### src/rtl/div.sv
// Sequential restoring divider: one quotient bit per clock, W OP cycles per division.
// Handshake is start/ready on the way in and a one-cycle done_tick on the way out.
module div #(
    parameter int unsigned W = 8
) (
    input  logic         clk,
    input  logic         reset,
    input  logic         start,
    input  logic [W-1:0] dvsr,
    input  logic [W-1:0] dvnd,
    output logic         ready,
    output logic         done_tick,
    output logic [W-1:0] quo,
    output logic [W-1:0] rmd
);

    localparam int unsigned CW = $clog2(W + 1);

    typedef enum logic [1:0] {
        StIdle,
        StOp,
        StDone
    } state_e;

    state_e       state_q, state_d;
    logic [W-1:0] d_q, d_d;     // latched divisor
    logic [W-1:0] rl_q, rl_d;   // dividend shifting out, quotient shifting in
    logic [W-1:0] rh_q, rh_d;   // partial remainder
    logic [CW-1:0] n_q, n_d;    // steps left

    logic [W:0] t;
    logic [W:0] t_sub;
    logic       q_bit;

    // One restoring step: bring in the next dividend bit and trial-subtract the divisor.
    always_comb begin
        t     = {rh_q, rl_q[W-1]};
        t_sub = t - {1'b0, d_q};
        q_bit = (t >= {1'b0, d_q});
    end

    // Next-state and Moore outputs; every register holds unless its state updates it.
    always_comb begin
        state_d   = state_q;
        d_d       = d_q;
        rl_d      = rl_q;
        rh_d      = rh_q;
        n_d       = n_q;
        ready     = 1'b0;
        done_tick = 1'b0;
        unique case (state_q)
            StIdle: begin
                ready = 1'b1;
                if (start) begin
                    d_d     = dvsr;
                    rl_d    = dvnd;
                    rh_d    = '0;
                    n_d     = CW'(W);
                    state_d = StOp;
                end
            end
            StOp: begin
                rh_d = q_bit ? t_sub[W-1:0] : t[W-1:0];
                rl_d = {rl_q[W-2:0], q_bit};
                n_d  = n_q - CW'(1);
                if (n_q == CW'(1)) begin
                    state_d = StDone;
                end
            end
            StDone: begin
                done_tick = 1'b1;
                state_d   = StIdle;
            end
            default: begin
                state_d = StIdle;
            end
        endcase
    end

    // State and datapath registers; reset aborts any division in flight.
    always_ff @(posedge clk or posedge reset) begin
        if (reset) begin
            state_q <= StIdle;
            d_q     <= '0;
            rl_q    <= '0;
            rh_q    <= '0;
            n_q     <= '0;
        end else begin
            state_q <= state_d;
            d_q     <= d_d;
            rl_q    <= rl_d;
            rh_q    <= rh_d;
            n_q     <= n_d;
        end
    end

    assign quo = rl_q;
    assign rmd = rh_q;

endmodule

### config.mk
export PLATFORM = sky130hd
export DESIGN_NAME = div
export DESIGN_NICKNAME = d
export VERILOG_FILES = /design/src/rtl/div.sv
export SDC_FILE = /design/constraint.sdc
export NUM_CORES = 1
export LEC_CHECK = 0
export CAP_MARGIN = 5
export CORE_MARGIN = 3
export CORE_UTILIZATION = 29
export CTS_BUF_LIST = sky130_fd_sc_hd__clkbuf_4
export DETAILED_ROUTE_END_ITERATION = 16
export PLACE_DENSITY = 0.61
export SLEW_MARGIN = 20
export SYNTH_ARGS = -nofsm -noshare
export SYNTH_HDL_FRONTEND = slang
export SYNTH_SLANG_ARGS = --single-unit
### constraint.sdc
create_clock -name clk -period 2.6 [get_ports clk]
set_input_delay 0.65 -clock clk [delete_from_list [all_inputs] [get_ports clk]]
set_output_delay 0.65 -clock clk [all_outputs]
set_load 0.05 [all_outputs]
==> results.ini, run 1 <==
[run_status]
status=complete, no violations

[sta]
finClkSkew_ns=0.00936
fin_crit_sh_pct=93.0
setup_tns_ns=0
maxSlewViolCount=0
finalSetupViolations=0
tightest_slew_ns=0.644
min_period_ns=2.42
relSlewSlack_pct=57.0
rsz0062_at_grt=no
timing.final.hold_violations=0
clock.fmax_mhz=414

[route]
vias=1587
drt_drc_violations_left=0
firstDrtPassIters=4
postRouteAntennaNets=0
vias_per_cell=5.22
drtIter0Drc=89
routed_wl_mm=4.50
wl_per_cell_um=14.8

[clock_network]
clkTransAtPathRegs_ns=0.10
clock-sinks=30
htreeDepth=2
cts_tree=yes
cts_made_buffers=5
postCtsSetupRepairBufs=0
cts_buffer_depth=2
cts-resized-gates=0
holdBufCountCts=0
clkLatencyLatePin_ns=0.34
cts_root_buffer=clkbuf_4

[global_routing]
first_global_vias=1499
grt_overflow_total=0
grt_first_pass_wirelength_mm=7.45
antenna_found_initial=0
grt_max_degree=31
grt_usage_pct=13.1

[logic_synthesis]
syn_inst=188
synth_edf_count=0
synth_top_family_by_area=compound AO/OA/AOI/OAI gates
synth-compound-area-share_pct=24.9
yosysSeqAreaShare_pct=41.4
synth_ff_type=dfrtp_1
muxShareOfSynthArea_pct=0
syn-num-nets=218
synth_fa_ha_area_share_pct=7.99
ys_ff_latch=30
synth_cell_types=51
synth_warnings=0
ys_async_sr_fraction_pct=100
synth-xor-area-share_pct=1.45
synth-simple-area-share_pct=19.1
netlist_area_um2=1820
avgSynthCellArea_um2=9.66

[final_layout]
fillers=624
most-common-layout-cells=36 x clkdlybuf4s50_1, 30 x dfrtp_1, 26 x nand2_1
mostFrequentLayoutCell=clkdlybuf4s50_1
area_growth_pct=28.7
final_layout_size_suffix_gt1_share_pct=10.5
stdcell_area_um2=2340
n_antenna_cell=0
nets=258

[setup_path]
critical_path_class=register to primary output
critPathBufInv=1
critPathMaxFanout=4
worstPathRequired_ns=1.95
cp_slowest_stage_delay_ns=0.84
endpoint_kind=primary output
cp-start-kind=register
crit_family=buffers and inverters
arrival_ns=1.77
worstPathCellList=nor2_1 > clkdlybuf4s50_1
critPathSlowestCell=clkdlybuf4s50_1

[die]
die_h_um=85.1
die_w_um=85.1
start_util_pct=30.3
dieArea_um2=7250
io_pins=37
core_um2=5990
rows=28

[place]
hpwl_mm=3.17
placed_area_um2=2260
gp_congestion=0.799
port_buffers=36

[min_path]
hold_path.class=register to register

[flow_run]
maxCapViolations=0

-- kinds of logic (layout without fill, tap and decap cells) --
| group | count (synthesis) | count (layout) |
|---|---|---|
| XOR/XNOR | 3 | 3 |
| adder cells (fa/ha/maj) | 11 | 11 |
| AO/OA/AOI/OAI | 57 | 57 |
| flip-flops | 30 | 30 |
| AND/OR/NAND/NOR | 66 | 66 |
| buffers and inverters | 21 | 62 |
-- per-stage QoR --
stage | util [%] | hold WS [ns] | instances | setup slack (ns)
6_report | 39.0 | 0.485 | 304 | 0.183
5_1_grt | 39.0 | 0.511 | 304 | 0.0698
4_1_cts | 39.0 | 0.487 | 304 | 0.167
3_5_place_dp | 37.7 | 0.473 | 296 | 0.412
3_3_place_gp | 37.7 | 0.459 | 296 | 0.443
2_1_floorplan | - | 0.446 | 188 | 0.308
-- synth_stat cells, types with 2 or more instances --
cell	instances	share of area, %
a311o_1	2	1.1
a22oi_1	7	2.9
o21a_1	2	0.83
nor3_1	5	1.4
and2_1	2	0.69
inv_1	14	2.9
and3_1	3	1.0
or3_1	2	0.69
xor2_1	2	0.97
nand3_1	6	1.7
buf_6	2	1.2
o22ai_1	2	0.69
nor3b_1	2	0.83
a221o_1	3	1.7
a41oi_1	2	0.97
a21oi_1	2	0.55
o2111ai_1	2	0.97
dfrtp_1	30	41
clkbuf_1	4	0.83
nor2_1	5	1.0
ha_1	10	6.9
nand2_1	26	5.4
o21ai_0	17	4.7
a211oi_1	5	2.1
nor2b_1	5	1.7
-- worst reg2reg max path: stages, from the launching register on --
cell and delay (ns):
dfrtp_1 0.44, ha_1 0.44, inv_1 0.14, nor3_4 0.28, o311a_2 0.34, nor2_1 0.11, a311o_1 0.37
-- final timing paths --
check	startpoint	end	slack, ns	cells after the start
worst max-delay path	state_q[1]	ready	0.18	2
worst min-delay path	n_q[3]	n_q[3]	0.48	1
worst max register to register	rmd[4]	rmd[6]	0.39	6
worst min register to register	n_q[3]	n_q[3]	0.48	1
max in group asynchronous	reset	rmd[1]	1.63	3
min in group asynchronous	reset	d_q[3]	0.68	3
-- cell type report --
cell class,instances,area (um2),share of cell area (%)
multi-input cells,137,971,41.6
flip-flops and latches,30,751,32.1
repair buffers,40,390,16.7
well taps,75,93.8,4.02
inverters,14,52.6,2.25
clock inverters,3,40.0,1.71
clock buffers,5,37.5,1.61
-- routing by layer --
metal / part of all wire, % / GRT usage, %
met1: 50 / 19.0
met2: 45 / 19.1
met3: 4.3 / 3.11
met4: 1.0 / 4.32
met5: 0 / 0
-- registers in the layout, indices dropped and copies added, names as in the netlist --
signal   cells
state_q      2
d_q          8
rmd          8
quo          8
n_q          4
Power of run 1 is not shown: default switching activity piles up to over one toggle a cycle in this logic, so the estimate is an artifact.
==> run 2, diff against run 1 <==
clock period = 2.74 ns   (was 2.6 ns; I/O delays follow)
==> run 2 against run 1 <==
Against the previous run:
- setup slack gained 0.11 ns
- sequential share of layout area is the same
- final cell count stayed put
- final area did not move
- wire length is 0.60% higher
- global-route usage up 0.076 points
==> results.ini, run 2 (same netlist as run 1, synthesis figures left out) <==
[run_status]
status=complete, no violations

[min_path]
hold_depth=1  ; unchanged
holdCritStartpoint=n_q[3]
whs_endpoint=n_q[3]
hold_path.class=register to register

[clock_network]
htreeDepth=2  ; unchanged
cts_tree=yes
postCtsSetupRepairBufs=0  ; unchanged
clkLatencyLatePin_ns=0.33  ; about the same
cts_root_buffer=clkbuf_4
cts-resized-gates=0  ; unchanged
clkTransAtPathRegs_ns=0.10  ; about the same
holdBufCountCts=0  ; unchanged
cts_made_buffers=5  ; unchanged
cts_buffer_depth=2  ; unchanged
clock-sinks=30  ; unchanged

[setup_path]
arrival_ns=1.76  ; about the same
r2r-end=rmd[6]
r2r-start=rmd[0]
worstPathRequired_ns=2.06  ; +0.11 ns
critical_path_class=register to primary output
cp-start-kind=register
critPathMaxFanout=4  ; unchanged
endpoint_kind=primary output
regToRegSetupSlack_ns=0.56  ; +0.17 ns
reg2regPathDepth=6  ; unchanged

[place]
gp_congestion=0.857  ; +7.3%
hpwl_mm=3.26  ; +3.1%
port_buffers=36  ; unchanged
dp_cells=296  ; unchanged
placed_area_um2=2260  ; unchanged

[die]
dieArea_um2=7250  ; unchanged
core_um2=5990  ; unchanged
rows=28  ; unchanged
start_util_pct=30.3  ; unchanged
die_h_um=85.1  ; unchanged
die_w_um=85.1  ; unchanged
io_pins=37  ; unchanged

[route]
drtIter0Drc=92  ; +3.4%
firstDrtPassIters=4  ; unchanged
routed_wl_mm=4.53  ; +0.60%
drt_drc_violations_left=0  ; unchanged
vias_per_cell=5.22  ; about the same
postRouteAntennaNets=0  ; unchanged
wl_per_cell_um=14.9  ; +0.60%
vias=1588  ; +0.063%

[sta]
whs_ns=0.485  ; +0.000452 ns
maxSlewViolCount=0  ; unchanged
clock.fmax_mhz=408
relSlewSlack_pct=56.6  ; -0.49 points
timing.final.hold_violations=0  ; unchanged
rsz0062_at_grt=no
finalSetupViolations=0  ; unchanged
min_period_ns=2.45
setup_tns_ns=0  ; unchanged
fin_crit_sh_pct=89.4
finClkSkew_ns=0.0105  ; +0.00117 ns
tightest_slew_ns=0.652  ; +0.00730 ns

[final_layout]
final_layout_size_suffix_gt1_share_pct=10.5  ; unchanged
most-common-layout-cells=36 x clkdlybuf4s50_1, 30 x dfrtp_1, 26 x nand2_1
fillers=620  ; -0.64%
n_antenna_cell=0  ; unchanged
stdcell_area_um2=2340  ; unchanged
nets=258  ; unchanged
stdcell_count=304  ; unchanged
mostFrequentLayoutCell=clkdlybuf4s50_1
area_growth_pct=28.7  ; unchanged

[global_routing]
first_global_vias=1520  ; +1.4%
grt_max_degree=31  ; unchanged
grt_first_pass_wirelength_mm=7.70  ; +3.4%
antenna_found_initial=0  ; unchanged
grt_usage_pct=13.2  ; +0.076 points
grt_overflow_total=0  ; unchanged

[flow_run]
maxCapViolations=0  ; unchanged

==> run 2: cell counts in the layout (fill, tap and decap cells not counted) <==
Identical to the previous run, type by type.
==> run 2: metrics by stage <==
stage	util, %	setup slack, ns
2_1_floorplan	-	0.448
3_3_place_gp	37.7	0.596
3_5_place_dp	37.7	0.580
4_1_cts	39.0	0.265
5_1_grt	39.0	0.190
6_report	39.0	0.291
==> run 2: routing by layer <==
| metal | vias up | GRT usage (%) | part of all wire [%] | wire length [um] |
|---|---|---|---|---|
| li1 | 775 | - | - | - |
| met1 | 769 | 18.0 | 49 | 2230 |
| met2 | 40 | 20.8 | 45 | 2050 |
| met3 | 4 | 3.79 | 4.7 | 214 |
| met4 | 0 | 2.88 | 0.66 | 30 |
| met5 | - | 0 | 0 | 0 |
==> run 2: worst max-delay path by stage <==
stage | start | to | slack (ns)
after floorplan | quo[7] | rmd[6] | 0.45
after global placement | rmd[0] | rmd[6] | 0.60
after detailed placement | rmd[0] | rmd[6] | 0.58
after CTS | state_q[1] | ready | 0.27
after global routing | state_q[1] | ready | 0.19
final | state_q[1] | ready | 0.29
==> run 2: worst max-delay path: stages (launching register included) <==
cell,delay (ns)
dfrtp_1,0.41
nor2_1,0.19
clkdlybuf4s50_1,0.84
==> run 2: cell type report <==
cell class,count,area [um2],share of cell area (%)
repair buffers,40,390,16.7
clock inverters,3,40.0,1.71
clock buffers,5,37.5,1.61
flip-flops and latches,30,751,32.1
well taps,75,93.8,4.02
inverters,14,52.6,2.25
multi-input cells,137,971,41.6
Power of run 2 is left out for the same reason.
==> run 3, diff against run 2 <==
CORE_ASPECT_RATIO = 0.8   (was default)
==> run 3 against run 2 <==
Against the previous run:
- die area barely moved
- non-clock buffer count did not move
- global-route usage rose by 0.86 points
- sequential cell count did not move
==> results.ini, run 3 (same netlist as run 1, synthesis figures left out) <==
[die]
dieArea_um2=7250  ; about the same
die_h_um=76.8  ; -9.8%
die_w_um=94.5  ; +11%
core_um2=5970  ; -0.27%
io_pins=37  ; unchanged
start_util_pct=30.4  ; +0.083 points
rows=25  ; -11%

[setup_path]
arrival_ns=1.71  ; -0.05 ns
cp-start-kind=register
critical_path_class=register to primary output
worstPathRequired_ns=2.06  ; about the same
critPathMaxFanout=4  ; unchanged
endpoint_kind=primary output

[sta]
finalSetupViolations=0  ; unchanged
tightest_slew_ns=0.628  ; -0.0233 ns
finClkSkew_ns=0.00423  ; -0.00630 ns
min_period_ns=2.40  ; -0.0493 ns
timing.final.hold_violations=0  ; unchanged
clock.fmax_mhz=417  ; +2.1%
fin_crit_sh_pct=87.6  ; -1.8 points
relSlewSlack_pct=58.1  ; +1.6 points
setup_tns_ns=0  ; unchanged
maxSlewViolCount=0  ; unchanged
rsz0062_at_grt=no

[place]
dp_cells=302  ; +2.0%
port_buffers=36  ; unchanged
hpwl_mm=3.48  ; +6.5%
gp_congestion=0.844  ; -1.5%

[clock_network]
holdBufCountCts=0  ; unchanged
cts_tree=yes
clkLatencyLatePin_ns=0.32  ; about the same
cts_root_buffer=clkbuf_4
cts_buffer_depth=2  ; unchanged
cts_made_buffers=5  ; unchanged
cts-resized-gates=0  ; unchanged
postCtsSetupRepairBufs=0  ; unchanged
clock-sinks=30  ; unchanged
clkTransAtPathRegs_ns=0.09  ; about the same
htreeDepth=2  ; unchanged

[route]
postRouteAntennaNets=0  ; unchanged
drt_drc_violations_left=0  ; unchanged
vias_per_cell=5.00  ; -4.3%
routed_wl_mm=4.62  ; +2.0%
drtIter0Drc=112  ; +22%
vias=1539  ; -3.1%
firstDrtPassIters=4  ; unchanged
wl_per_cell_um=15.0  ; +0.66%

[final_layout]
nets=258  ; unchanged
n_antenna_cell=0  ; unchanged
fin_util_pct=38.6  ; -0.38 points
most-common-layout-cells=36 x clkdlybuf4s50_1, 30 x dfrtp_1, 26 x nand2_1
stdcell_count=308  ; +1.3%
mostFrequentLayoutCell=clkdlybuf4s50_1
final_layout_size_suffix_gt1_share_pct=9.25  ; -1.2 points
area_growth_pct=27.1

[global_routing]
grt_overflow_total=0  ; unchanged
grt_max_degree=31  ; unchanged
grt_first_pass_wirelength_mm=8.00  ; +3.9%
first_global_vias=1566  ; +3.0%
antenna_found_initial=0  ; unchanged
grt_usage_pct=14.0  ; +0.86 points

[run_status]
status=complete, no violations

[min_path]
hold_path.class=register to register

[flow_run]
maxCapViolations=0  ; unchanged

## run 3: cell count changes in the layout (fill, tap and decap cells not counted)
| cell | delta |
|---|---|
| bufinv_16 | -1 |
| clkinv_1 | +1 |
| clkinv_2 | -2 |
## run 3: worst max-delay path, cell delays in order, from the launching register on
cell,delay (ns)
dfrtp_1,0.40
nor2_1,0.17
clkdlybuf4s50_1,0.83
## run 3: worst paths after layout
check / start / endpoint / slack, ns / cells after the start
min in group asynchronous: reset / quo[5] / 0.73 / 3
worst min-delay path: n_q[3] / n_q[3] / 0.50 / 1
worst min register to register: n_q[3] / n_q[3] / 0.50 / 1
worst max register to register: rmd[0] / rmd[6] / 0.51 / 6
worst max-delay path: state_q[1] / ready / 0.34 / 2
max in group asynchronous: reset / d_q[6] / 1.73 / 3
## run 3: cell type report
cell class,count,area [um2]
Tap cell,81,101
Fill cell,613,3670
Clock buffer,5,37.5
Inverter,14,52.6
Clock inverter,1,3.75
Timing Repair Buffer,40,390
Multi-Input combinational cell,137,971
Sequential cell,30,751
## run 3: stage by stage
step,worst slack [ns],area (um2),hold slack (ns)
floorplan,0.448,1820,0.446
global placement,0.561,2270,0.470
detailed placement,0.545,2270,0.494
CTS,0.322,2310,0.505
global route,0.251,2310,0.540
finish,0.341,2310,0.500
## run 3: layer usage
metal / GRT usage (%) / vias to the layer above / wire length (um) / share of wire, %
li1: - / 775 / - / -
met1: 21.8 / 708 / 2430 / 53
met2: 18.9 / 49 / 1880 / 41
met3: 4.12 / 7 / 245 / 5.3
met4: 3.03 / 0 / 55 / 1.2
met5: 0 / - / 0 / 0
Power of run 3 is left out for the same reason.
